$ cat src/rtl/fetch_queue.sv
// fetch_queue: instruction fetch stage. It generates word-aligned PCs, issues
//   reads to a 1-cycle-latency instruction memory and buffers {instr, pc}.
// Latency: request in cycle N, head visible in N+2. With FETCH_QUEUE_BYPASS_EN
//   defined, a response that finds the queue empty is visible in N+1.
// Backpressure: credit based. A read is issued only while
//   count + inflight < DEPTH. out_ready low fills the queue and then stalls fetch.
//
// Optional feature macro: FETCH_QUEUE_BYPASS_EN (empty-queue response bypass).
//
// Ports:
//   clk, rst         rising-edge clock, asynchronous active-high reset
//   imem_req/addr    read strobe and word-aligned byte address (the fetch PC)
//   imem_rdata       read data, valid the cycle after imem_req
//   out_valid/ready  head-of-queue handshake toward decode/execute
//   out_instr/pc     head instruction and its PC (hold last head when empty)
//   redirect/_pc     flush queue and in-flight read, restart at redirect_pc
//   count            queue occupancy, 0..DEPTH

module fetch_queue #(
    parameter int unsigned DEPTH    = 4,
    parameter logic [31:0] PC_RESET = 32'h0000_0000
) (
    input  logic                     clk,
    input  logic                     rst,
    output logic                     imem_req,
    output logic [31:0]              imem_addr,
    input  logic [31:0]              imem_rdata,
    output logic                     out_valid,
    input  logic                     out_ready,
    output logic [31:0]              out_instr,
    output logic [31:0]              out_pc,
    input  logic                     redirect,
    input  logic [31:0]              redirect_pc,
    output logic [$clog2(DEPTH):0]   count
);

    localparam int unsigned AW = $clog2(DEPTH);
    localparam int unsigned CW = AW + 1;

    // ------------------------------------------------------------------
    // State
    // ------------------------------------------------------------------
    logic [31:0]   r_pc;
    logic          r_inflight;
    logic [31:0]   r_inflight_pc;

    logic [31:0]   r_mem_instr [DEPTH];
    logic [31:0]   r_mem_pc    [DEPTH];
    logic [AW-1:0] r_rd_ptr;
    logic [AW-1:0] r_wr_ptr;
    logic [CW-1:0] r_count;

    // Last head presented; drives the outputs while the queue is empty so
    // they never show stale storage or X.
    logic [31:0]   r_last_instr;
    logic [31:0]   r_last_pc;

    // ------------------------------------------------------------------
    // Combinational control
    // ------------------------------------------------------------------
    logic [CW-1:0] w_used;
    logic          w_issue;
    logic          w_fifo_nonempty;
    logic          w_bypass_vld;
    logic          w_bypass_take;
    logic          w_pop;
    logic          w_push;
    logic          w_wr_en;

    // Credit: entries held plus the one read that may still land. A pop in
    // this cycle is deliberately not credited, which keeps imem_req free of
    // any path from out_ready.
    assign w_used  = r_count + {{(CW-1){1'b0}}, r_inflight};
    assign w_issue = !rst && (w_used < CW'(DEPTH));

    assign imem_req  = w_issue;
    assign imem_addr = r_pc;

    assign w_fifo_nonempty = (r_count != '0);

`ifdef FETCH_QUEUE_BYPASS_EN
    // A response landing on an empty queue is shown directly. A redirect in
    // the same cycle kills it, because that response belongs to the old stream.
    assign w_bypass_vld = !w_fifo_nonempty && r_inflight && !redirect;
`else
    assign w_bypass_vld = 1'b0;
`endif

    assign w_bypass_take = w_bypass_vld && out_ready;

    assign out_valid = w_fifo_nonempty || w_bypass_vld;

    always_comb begin
        out_instr = r_last_instr;
        out_pc    = r_last_pc;
        if (w_fifo_nonempty) begin
            out_instr = r_mem_instr[r_rd_ptr];
            out_pc    = r_mem_pc[r_rd_ptr];
        end else if (w_bypass_vld) begin
            out_instr = imem_rdata;
            out_pc    = r_inflight_pc;
        end
    end

    // Only pops from storage move the read pointer. A consumed bypass entry
    // is simply never written.
    assign w_pop   = w_fifo_nonempty && out_ready;
    assign w_push  = r_inflight && !w_bypass_take;
    assign w_wr_en = w_push && !redirect;

    // ------------------------------------------------------------------
    // Queue storage. It needs no reset because occupancy gates every read.
    // ------------------------------------------------------------------
    always_ff @(posedge clk) begin
        if (w_wr_en) begin
            r_mem_instr[r_wr_ptr] <= imem_rdata;
            r_mem_pc[r_wr_ptr]    <= r_inflight_pc;
        end
    end

    // ------------------------------------------------------------------
    // PC, in-flight tracking, pointers and occupancy
    // ------------------------------------------------------------------
    always_ff @(posedge clk or posedge rst) begin
        if (rst) begin
            r_pc          <= PC_RESET & 32'hFFFF_FFFC;
            r_inflight    <= 1'b0;
            r_inflight_pc <= 32'h0;
            r_rd_ptr      <= '0;
            r_wr_ptr      <= '0;
            r_count       <= '0;
            r_last_instr  <= 32'h0;
            r_last_pc     <= 32'h0;
        end else begin
            if (out_valid) begin
                r_last_instr <= out_instr;
                r_last_pc    <= out_pc;
            end

            if (redirect) begin
                // Flush wins over everything. Any head handshake this cycle is
                // treated as consumed. The read issued this cycle, if any,
                // lands with r_inflight low and is dropped.
                r_pc       <= redirect_pc & 32'hFFFF_FFFC;
                r_inflight <= 1'b0;
                r_rd_ptr   <= '0;
                r_wr_ptr   <= '0;
                r_count    <= '0;
            end else begin
                if (w_issue) begin
                    r_inflight    <= 1'b1;
                    r_inflight_pc <= r_pc;
                    r_pc          <= r_pc + 32'd4;
                end else begin
                    r_inflight    <= 1'b0;
                end

                if (w_push) begin
                    r_wr_ptr <= r_wr_ptr + AW'(1);
                end
                if (w_pop) begin
                    r_rd_ptr <= r_rd_ptr + AW'(1);
                end

                unique case ({w_push, w_pop})
                    2'b10:   r_count <= r_count + CW'(1);
                    2'b01:   r_count <= r_count - CW'(1);
                    default: r_count <= r_count;
                endcase
            end
        end
    end

    assign count = r_count;

endmodule

$ cat config.mk
export PLATFORM = sky130hd
export DESIGN_NAME = fetch_queue
export DESIGN_NICKNAME = d
export VERILOG_FILES = /design/src/rtl/fetch_queue.sv
export SDC_FILE = /design/constraint.sdc
export NUM_CORES = 1
export LEC_CHECK = 0
export CAP_MARGIN = 5
export CELL_PAD_IN_SITES_DETAIL_PLACEMENT = 0
export CELL_PAD_IN_SITES_GLOBAL_PLACEMENT = 1
export CORE_MARGIN = 2
export CORE_UTILIZATION = 47
export DETAILED_ROUTE_END_ITERATION = 8
export PLACE_DENSITY_LB_ADDON = 0.15
export SYNTH_ARGS = -nofsm -noshare
export SYNTH_HDL_FRONTEND = slang
export SYNTH_SLANG_ARGS = --single-unit
$ cat constraint.sdc
create_clock -name clk -period 6.1 [get_ports clk]
set_input_delay 1.22 -clock clk [delete_from_list [all_inputs] [get_ports clk]]
set_output_delay 1.22 -clock clk [all_outputs]
set_load 0.1 [all_outputs]
==> run summary <==
Total Routed Length: 29400 um
row count: 65
Yosys cell types: 38
DR WL/cell: 18.7 um
first-pass GRT wire length: 47000 um
post-route cell area: 18300 sq um
reg2reg start: imem_addr[2]
status: finished, final reports clean
Inserted Diodes: 0
Arr. time, crit path: 3660 ps
commonest cells after routing, fill and taps aside: nand2_1 (287), edfxtp_1 (248), clkdlybuf4s50_1 (163), dfrtp_1 (130), mux4_2 (62)
synth warn: 0
vias per cell: 5.17
Die ar.: 33300 sq um
top layer in use: met4
Initial Util: 0.475
wire length on met3: 1340 um
layout cells sized above 1: 0.160
vias in the first global route: 8351
#FFs+latches synth: 380
Slew @ Worst Pin: 1080 ps
main flop type after synthesis: edfxtp_1
Worst-Skew Late Latency: 510 ps
mean area per synthesized cell: 15.5 sq um
Vias: 8114
fin crit share: 0.799
WL met1: 13800 um
setup tns final: 0 ps
Root Driver: clkbuf_16
Residual DRC: 0
postcts setup bufs: 0
placed instance area: 17000 sq um
CTS buffer count: 40
gpl congestion: 0.719
Cell Area, Synth: 15000 sq um
post-layout util: 0.580
fmax: 0.205 GHz
min cycle time layout: 4880 ps
Post-synth EDFFs: 248
worst hold margin: 457 ps
clk_skew: 14.6 ps
I/O pin count: 169
clock sink count: 380
Final ANT Viol Nets: 0
CP Capture Type: output port
Core Region: 31500 sq um
worst min path class: reg -> reg
met2 WL: 13800 um
Synth top area share: 0.498
Slew Limit Headroom: 0.281
Area Growth Syn to Fin: 22.1%
hold_sp: r_last_instr[31]
DRT iter0 DRCs: 426
WP data required: 4880 ps
crit path max fanout: 22
end of the worst hold path: r_last_instr[31]
Die Ht: 182 um
cts hold-fix bufs: 0
R2R Setup Slk: 3740 ps
FF-to-FF path depth: 6
critical path start-end classification: in -> out
count of final max-slew check failures: 0
Total Nets Final: 1212
leading area contributor after synthesis: edfxtp_1
leading cell type in the layout, fill and taps excluded: nand2_1
GRT Util Overall: 0.183
r2r endpoint: imem_addr[16]
max cap viols: 0
Post-DP HPWL: 16700 um
largest net degree at the start of global routing: 99
final hold viol count: 0
Worst setup SP type: input port
Synth area leaders: edfxtp_1 (50%), dfrtp_1 (22%), mux4_2 (9.3%)
global route overflow: 0
Resize count post-CTS: 0
RSZ-0062 raised after global routing: false
Port Buf Inserts: 164
sequential area share after synthesis: 0.719
worst hold stages: 2
Clock Path Buffers: 3
initial antenna violation count: 0
H-tree levels: 2
Clock transition at path regs: 50 ps
Cells after Synth: 968
CTS tree: done
1st-pass router iterations: 4
Final Setup Violations: 0
Async S/R FF share, synth: 0.347
Die W: 182 um
==> logic make-up after synthesis <==
| logic type | share of synthesized area |
|---|---|
| DFF | 0.719 |
| and+or+nand+nor | 0.109 |
| muxes | 0.119 |
| buffers and inverters | 0.0159 |
| xor gates and xnor gates | 0.0205 |
| AOI/OAI and AO/OA | 0.0109 |
| adders and majority gates | 0.00552 |
| other | 0.000251 |
==> sequential cells by signal, summed over array words and instances (netlist names) <==
| signal | cells |
|---|---|
| r_mem_instr | 128 |
| r_mem_pc | 120 |
| r_last_instr | 32 |
| r_last_pc | 32 |
| imem_addr | 30 |
| r_inflight_pc | 30 |
| count | 3 |
| r_rd_ptr | 2 |
| r_wr_ptr | 2 |
| r_inflight | 1 |
==> worst max-delay path, cell delays in order <==
cell             delay [ps]
clkdlybuf4s50_1         500
nor2b_1                 170
mux2i_2                  80
buf_4                   230
inv_1                    80
buf_4                   200
clkdlybuf4s50_1        1160
==> cell usage after synthesis (2+ instances only) <==
cell type	count
nor4_2	13
ha_1	5
clkbuf_1	19
nand4_2	2
nand4_1	7
nor2_1	11
nor3_1	6
inv_1	7
buf_4	4
xor2_1	10
mux4_2	62
xnor2_1	25
and4_1	2
mux2_2	30
buf_1	8
buf_2	13
mux2i_1	3
or3_1	3
edfxtp_1	248
dfrtp_1	132
o21ai_1	13
nand3_1	11
and3_1	7
o21ai_0	17
and2_1	9
nor2b_1	3
nand2_1	287
==> worst max path at each step <==
stage | slack [ps] | from | depth (start not counted) | end
after global placement | 1210 | rst | 7 | imem_req
final | 1220 | rst | 7 | imem_req
after detailed placement | 1210 | rst | 7 | imem_req
after global routing | 1060 | count[0] | 6 | out_instr[1]
after floorplan | 1350 | rst | 1 | count[0]
after CTS | 1200 | rst | 7 | imem_req
==> final cells by class <==
| type | count | area (sq um) |
|---|---|---|
| Fill cell | 2502 | 13200 |
| Sequential cell | 380 | 10800 |
| Multi-Input combinational cell | 536 | 3990 |
| Timing Repair Buffer | 172 | 1710 |
| Clock buffer | 62 | 1190 |
| Tap cell | 402 | 503 |
| Clock inverter | 10 | 75.1 |
| Inverter | 8 | 35.0 |
==> through the flow <==
| stage | worst slack [ps] | std cells |
|---|---|---|
| floorplan | 1350 | 969 |
| global placement | 1210 | 1498 |
| detailed placement | 1210 | 1498 |
| CTS | 1200 | 1570 |
| global route | 1060 | 1570 |
| finish | 1220 | 1570 |
==> layer usage <==
metal	vias up	GRT usage
met2	183	0.294
li1	3858	-
met1	4036	0.261
met3	37	0.0353
met4	0	0.0426
met5	-	0
Power is not shown: default switching activity piles up to over one toggle a cycle in this logic, so the estimate is an artifact.
